===== src/rtl/pe_output_deskew.sv =====
// Re-aligns the skewed bottom-edge output of the PE array into whole rows and buffers them on a ready/valid stream.
// Optional build macro DESKEW_RELU_EN clamps negative lanes to zero at FIFO write.
module pe_output_deskew #(
    parameter int DATA_WIDTH = 8,
    parameter int COLS       = 8,
    parameter int ROWS       = 8,
    parameter int FIFO_DEPTH = 16,
    localparam int LW = 2 * DATA_WIDTH,
    localparam int DW = COLS * LW,
    localparam int RW = (ROWS > 1) ? $clog2(ROWS) : 1,
    localparam int AW = $clog2(FIFO_DEPTH),
    localparam int CW = AW + 1
) (
    input  logic          clk,
    input  logic          rst_n,
    input  logic          clear,
    input  logic          in_valid,
    input  logic [DW-1:0] C_in,
    output logic          m_valid,
    input  logic          m_ready,
    output logic [DW-1:0] m_data,
    output logic [RW-1:0] m_row_idx,
    output logic          m_last,
    output logic          overflow,
    output logic [CW-1:0] fifo_count
);

    logic [DW-1:0] aligned_row;
    logic [DW-1:0] wr_row;
    logic          aligned_valid;

    // Lane gi lags lane 0 by gi cycles, so it needs COLS-1-gi stages to line up with the last lane.
    for (genvar gi = 0; gi < COLS; gi++) begin : g_lane
        localparam int STAGES = COLS - 1 - gi;
        if (STAGES == 0) begin : g_pass
            assign aligned_row[gi*LW +: LW] = C_in[gi*LW +: LW];
        end else begin : g_dly
            logic [LW-1:0] dly_q [STAGES];
            always_ff @(posedge clk or negedge rst_n) begin
                if (!rst_n) begin
                    for (int k = 0; k < STAGES; k++) dly_q[k] <= '0;
                end else begin
                    dly_q[0] <= C_in[gi*LW +: LW];
                    for (int k = 1; k < STAGES; k++) dly_q[k] <= dly_q[k-1];
                end
            end
            assign aligned_row[gi*LW +: LW] = dly_q[STAGES-1];
        end

`ifdef DESKEW_RELU_EN
        assign wr_row[gi*LW +: LW] = aligned_row[gi*LW + LW - 1] ? '0 : aligned_row[gi*LW +: LW];
`else
        assign wr_row[gi*LW +: LW] = aligned_row[gi*LW +: LW];
`endif
    end

    if (COLS > 1) begin : g_vpipe
        logic [COLS-2:0] vpipe_q;
        always_ff @(posedge clk or negedge rst_n) begin
            if (!rst_n)     vpipe_q <= '0;
            else if (clear) vpipe_q <= '0;
            else            vpipe_q <= (vpipe_q << 1) | (COLS-1)'(in_valid);
        end
        assign aligned_valid = vpipe_q[COLS-2];
    end else begin : g_novpipe
        assign aligned_valid = in_valid;
    end

    logic [RW+DW-1:0] mem_q [FIFO_DEPTH];
    logic [AW-1:0]    wr_ptr_q, rd_ptr_q;
    logic [CW-1:0]    count_q;
    logic [RW-1:0]    row_cnt_q;
    logic             overflow_q;
    logic             full, empty, push, pop;
    logic [RW+DW-1:0] head;

    assign full  = (count_q == CW'(FIFO_DEPTH));
    assign empty = (count_q == '0);
    assign pop   = !empty && m_ready;
    // A full FIFO still takes the row when the head leaves in the same cycle.
    assign push  = aligned_valid && (!full || pop);

    always_ff @(posedge clk) begin
        if (push && !clear) mem_q[wr_ptr_q] <= {row_cnt_q, wr_row};
    end

    always_ff @(posedge clk or negedge rst_n) begin
        if (!rst_n) begin
            wr_ptr_q   <= '0;
            rd_ptr_q   <= '0;
            count_q    <= '0;
            row_cnt_q  <= '0;
            overflow_q <= 1'b0;
        end else if (clear) begin
            wr_ptr_q   <= '0;
            rd_ptr_q   <= '0;
            count_q    <= '0;
            row_cnt_q  <= '0;
            overflow_q <= 1'b0;
        end else begin
            if (push) wr_ptr_q <= wr_ptr_q + 1'b1;
            if (pop)  rd_ptr_q <= rd_ptr_q + 1'b1;
            case ({push, pop})
                2'b10:   count_q <= count_q + 1'b1;
                2'b01:   count_q <= count_q - 1'b1;
                default: count_q <= count_q;
            endcase
            // Dropped rows still consume an index so tile framing survives an overflow.
            if (aligned_valid)
                row_cnt_q <= (row_cnt_q == RW'(ROWS - 1)) ? '0 : row_cnt_q + 1'b1;
            if (aligned_valid && full && !pop)
                overflow_q <= 1'b1;
        end
    end

    assign head       = mem_q[rd_ptr_q];
    assign m_valid    = !empty;
    assign m_data     = m_valid ? head[DW-1:0] : '0;
    assign m_row_idx  = m_valid ? head[RW+DW-1:DW] : '0;
    assign m_last     = m_valid && (head[RW+DW-1:DW] == RW'(ROWS - 1));
    assign overflow   = overflow_q;
    assign fifo_count = count_q;

endmodule


===== config.mk =====
export PLATFORM = sky130hd
export DESIGN_NAME = pe_output_deskew
export DESIGN_NICKNAME = d
export VERILOG_FILES = /design/src/rtl/pe_output_deskew.sv
export SDC_FILE = /design/constraint.sdc
export NUM_CORES = 2
export LEC_CHECK = 0
export CORE_ASPECT_RATIO = 0.9
export CORE_MARGIN = 5
export CORE_UTILIZATION = 30
export DETAILED_ROUTE_END_ITERATION = 8
export PLACE_DENSITY_LB_ADDON = 0.12
export SYNTH_ARGS = -nofsm -noshare
export SYNTH_HDL_FRONTEND = slang
export SYNTH_SLANG_ARGS = --single-unit

===== constraint.sdc =====
create_clock -name clk -period 15.6 [get_ports clk]
set_input_delay 1.56 -clock clk [delete_from_list [all_inputs] [get_ports clk]]
set_output_delay 1.56 -clock clk [all_outputs]
set_load 0.05 [all_outputs]

==> summary.md <==
| Metric | Value |
|---|---|
| Status | `completed` |
| Clock Skew | `0.0461 ns` |
| Maximum clock frequency | `0.134 GHz` |
| Total die area | `318000 um2` |
| Switching part of the total power | `27.4%` |
| Finished layout cell area | `109000 um2` |
| Area grow syn2layout | `18.8%` |
| CP Launch Type | `flip-flop` |
| Residual DRC | `0` |
| Least-Margin Pin Slew | `1.22 ns` |
| Number of max-cap violations | `0` |
| PortBufs | `271` |
| Sw power | `4.91 mW` |
| Pre-antenna DRT Iters | `7` |
| RePlAce Congestion | `0.678` |
| Final Max Tran Viols | `0` |
| Post-DP HPWL | `116 mm` |
| Core area | `306000 um2` |
| Grt ovf | `0` |
| Final min period | `7.45 ns` |
| Critical Path RT | `14.04 ns` |
| Synthesized Nets | `3807` |
| Core Util, Final | `35.7%` |
| Peak supply drop | `0.104 mV` |
| Leading cell type in the layout, fill and taps excluded | `edfxtp_1` |
| Dpl cells | `7958` |
| Drt wl/cell | `27.6 um` |
| TritonCTS clock tree | `yes` |
| Pwr Total | `17.9 mW` |
| Placed Area | `99900 um2` |
| Sequential area share after synthesis | `81.1%` |
| Setup bufs post-CTS | `0` |
| Fin crit share | `47.7%` |
| Chip width | `594 um` |
| Largest net degree at the start of global routing | `117` |
| Initial antenna violation count | `24` |
| Hold Violations, Final | `0` |
| Clock root buffer | `clkbuf_16` |
| Hold_buf cts | `0` |
| Vias post-DR | `39800` |
| WHS | `0.326 ns` |
| Leakage | `34.9 nW` |
| # rows | `193` |
| #FFs+latches synth | `2568` |
| Endpoint class of the critical path | `output pin` |
| Worst Hold Class | `flip-flop to flip-flop` |
| DRT iter0 DRCs | `2949` |
| Seq. cell area | `74800 um2` |
| Setup ws final | `8.15 ns` |
| Kind of critical path | `flip-flop to output pin` |
| CTS Sinks | `2568` |
| Power Dens Cells | `164 nW/um2` |
| Gr usage total | `14.6%` |
| Antenna Nets Post-Route | `0` |
| Vias in the first global route | `43400` |
| Ys Warns | `0` |
| Number of gates resized after cts | `0` |
| Non-filler cells, final | `8497` |
| Clock slew at reported path FFs | `0.06 ns` |
| Post-synth EDFFs | `2096` |
| Pint | `13.0 mW` |
| Rel. slew slack | `18.5%` |
| Maximum net fanout on the critical path | `79` |
| Sequential Power Share | `42.4%` |
| Distinct cells, synth | `44` |
| DP Worst Slack | `8.80 ns` |
| H-Tree Depth | `5` |
| Setup TNS | `0 ns` |
| Gate Count Post-Synth | `3665` |
| Clk_lat worst skew | `0.89 ns` |
| Maximum clock insertion buffer count | `4` |
| # IOs | `272` |
| Gate power share | `19.4%` |
| Ys async rst share | `18.4%` |
| Post-synth top flop | `edfxtp_1` |
| Vias per Instance | `4.69` |
| First-pass GRT wire length | `336 mm` |
| Setup Viol. Count Final | `0` |
| Initial core utilization | `30.1%` |
| Synthesized area per cell | `25.1 um2` |
| Routed Wire Length | `235 mm` |
| CTS buffer count | `292` |
| Die Ht | `536 um` |
| WP data arrival | `5.89 ns` |
| Area of the multi-input gates | `16500 um2` |
| Nets | `4299` |
| Filler Cell Count | `28000` |
| Unrepaired setup endpoints after global routing | `false` |
| Most frequent cells in the layout | `edfxtp_1 (2096), mux4_2 (649), dfrtp_1 (469), clkbuf_16 (298), clkdlybuf4s50_1 (270)` |
| Layout cells sized above 1 | `27.5%` |
| Share of total power in the clock network | `38.2%` |
| Mapped Area | `92100 um2` |
-- cell usage after synthesis, drive strengths merged (2+ instances only) --
library cell / instances / area share, %
edfxtp: 2096 / 68
mux4: 649 / 16
dfrtp: 472 / 13
and2: 128 / 0.87
clkbuf: 86 / 0.35
buf: 83 / 0.78
nor2: 44 / 0.18
nand2: 18 / 0.073
mux2i: 10 / 0.11
ha: 9 / 0.12
nor2b: 8 / 0.054
nand3: 7 / 0.043
a21oi: 6 / 0.033
inv: 6 / 0.024
o21ai: 5 / 0.027
mux2: 4 / 0.049
xnor2: 4 / 0.038
xor2: 4 / 0.038
nand2b: 3 / 0.020
or3: 3 / 0.020
nand3b: 2 / 0.016
nor3: 2 / 0.011
nor4: 2 / 0.014
or4: 2 / 0.016
-- per-layer routing --
layer	share of wire [%]	vias up	GRT usage, %
li1	-	16300	-
met1	45	22200	20.5
met2	48	933	23.8
met3	4.5	343	2.36
met4	2.4	4	3.97
met5	0.0089	-	0
-- kinds of logic (layout without fill, tap and decap cells) --
logic type | after synthesis | count (layout) | share of synthesized area, %
AO/OA/AOI/OAI | 21 | 21 | 0.175
adder cells (fa/ha/maj) | 9 | 9 | 0.122
other | 0 | 10 | 0
multiplexers | 663 | 663 | 16.0
XOR/XNOR | 8 | 8 | 0.0760
flip-flops | 2568 | 2568 | 81.1
AND/OR/NAND/NOR | 221 | 221 | 1.33
buffers and inverters | 175 | 902 | 1.15
-- layout make-up --
cell class | instances | area share [%]
Clock inverter | 148 | 1.38
Clock buffer | 381 | 7.33
Sequential cell | 2568 | 68.3
Timing Repair Buffer | 367 | 3.22
Antenna cell | 10 | 0.0229
Inverter | 6 | 0.0320
Tap cell | 4095 | 4.68
Multi-Input combinational cell | 922 | 15.0
-- path summary, 6_finish.rpt --
| check | from | to | slack (ns) | cells after the start |
|---|---|---|---|---|
| setup / recovery | rd_ptr_q[0] | m_data[50] | 8.15 | 7 |
| setup reg to reg | fifo_count[2] | mem_q[11][1] | 10.92 | 6 |
| max in group asynchronous | rst_n | aligned_row[0] | 11.96 | 4 |
| min in group asynchronous | rst_n | g_lane[3].g_dly.dly_q[60] | 0.72 | 1 |
| hold reg to reg | g_lane[2].g_dly.dly_q[38] | g_lane[2].g_dly.dly_q[22] | 0.33 | 0 |
| hold / removal | g_lane[2].g_dly.dly_q[38] | g_lane[2].g_dly.dly_q[22] | 0.33 | 0 |
-- sequential cells by signal, summed over array words and instances, names as in the netlist --
name,flops
overflow,1
wr_ptr_q,4
aligned_row,96
mem_q,2096
g_vpipe.vpipe_q,7
row_cnt_q,3
g_lane.g_dly.dly_q,352
fifo_count,5
rd_ptr_q,4
-- worst max-delay path: stages (launching register included) --
cell and delay (ns):
dfrtp_4 0.78, buf_12 0.57, buf_4 0.75, buf_4 0.71, mux4_2 0.61, mux4_2 0.48
and2_1 0.22, clkdlybuf4s50_1 0.73
-- power groups by stage --
stage | Clock [mW] | Combinational, mW | Sequential [mW]
3_5_place_dp | 0 | 3.60 | 7.75
3_3_place_gp | 0 | 3.61 | 7.74
5_1_grt | 7.36 | 3.71 | 7.62
4_1_cts | 7.08 | 3.61 | 7.61
2_1_floorplan | 0 | 2.50 | 7.69
6_report | 6.84 | 3.48 | 7.60
Power figures use the tool's default switching activity.
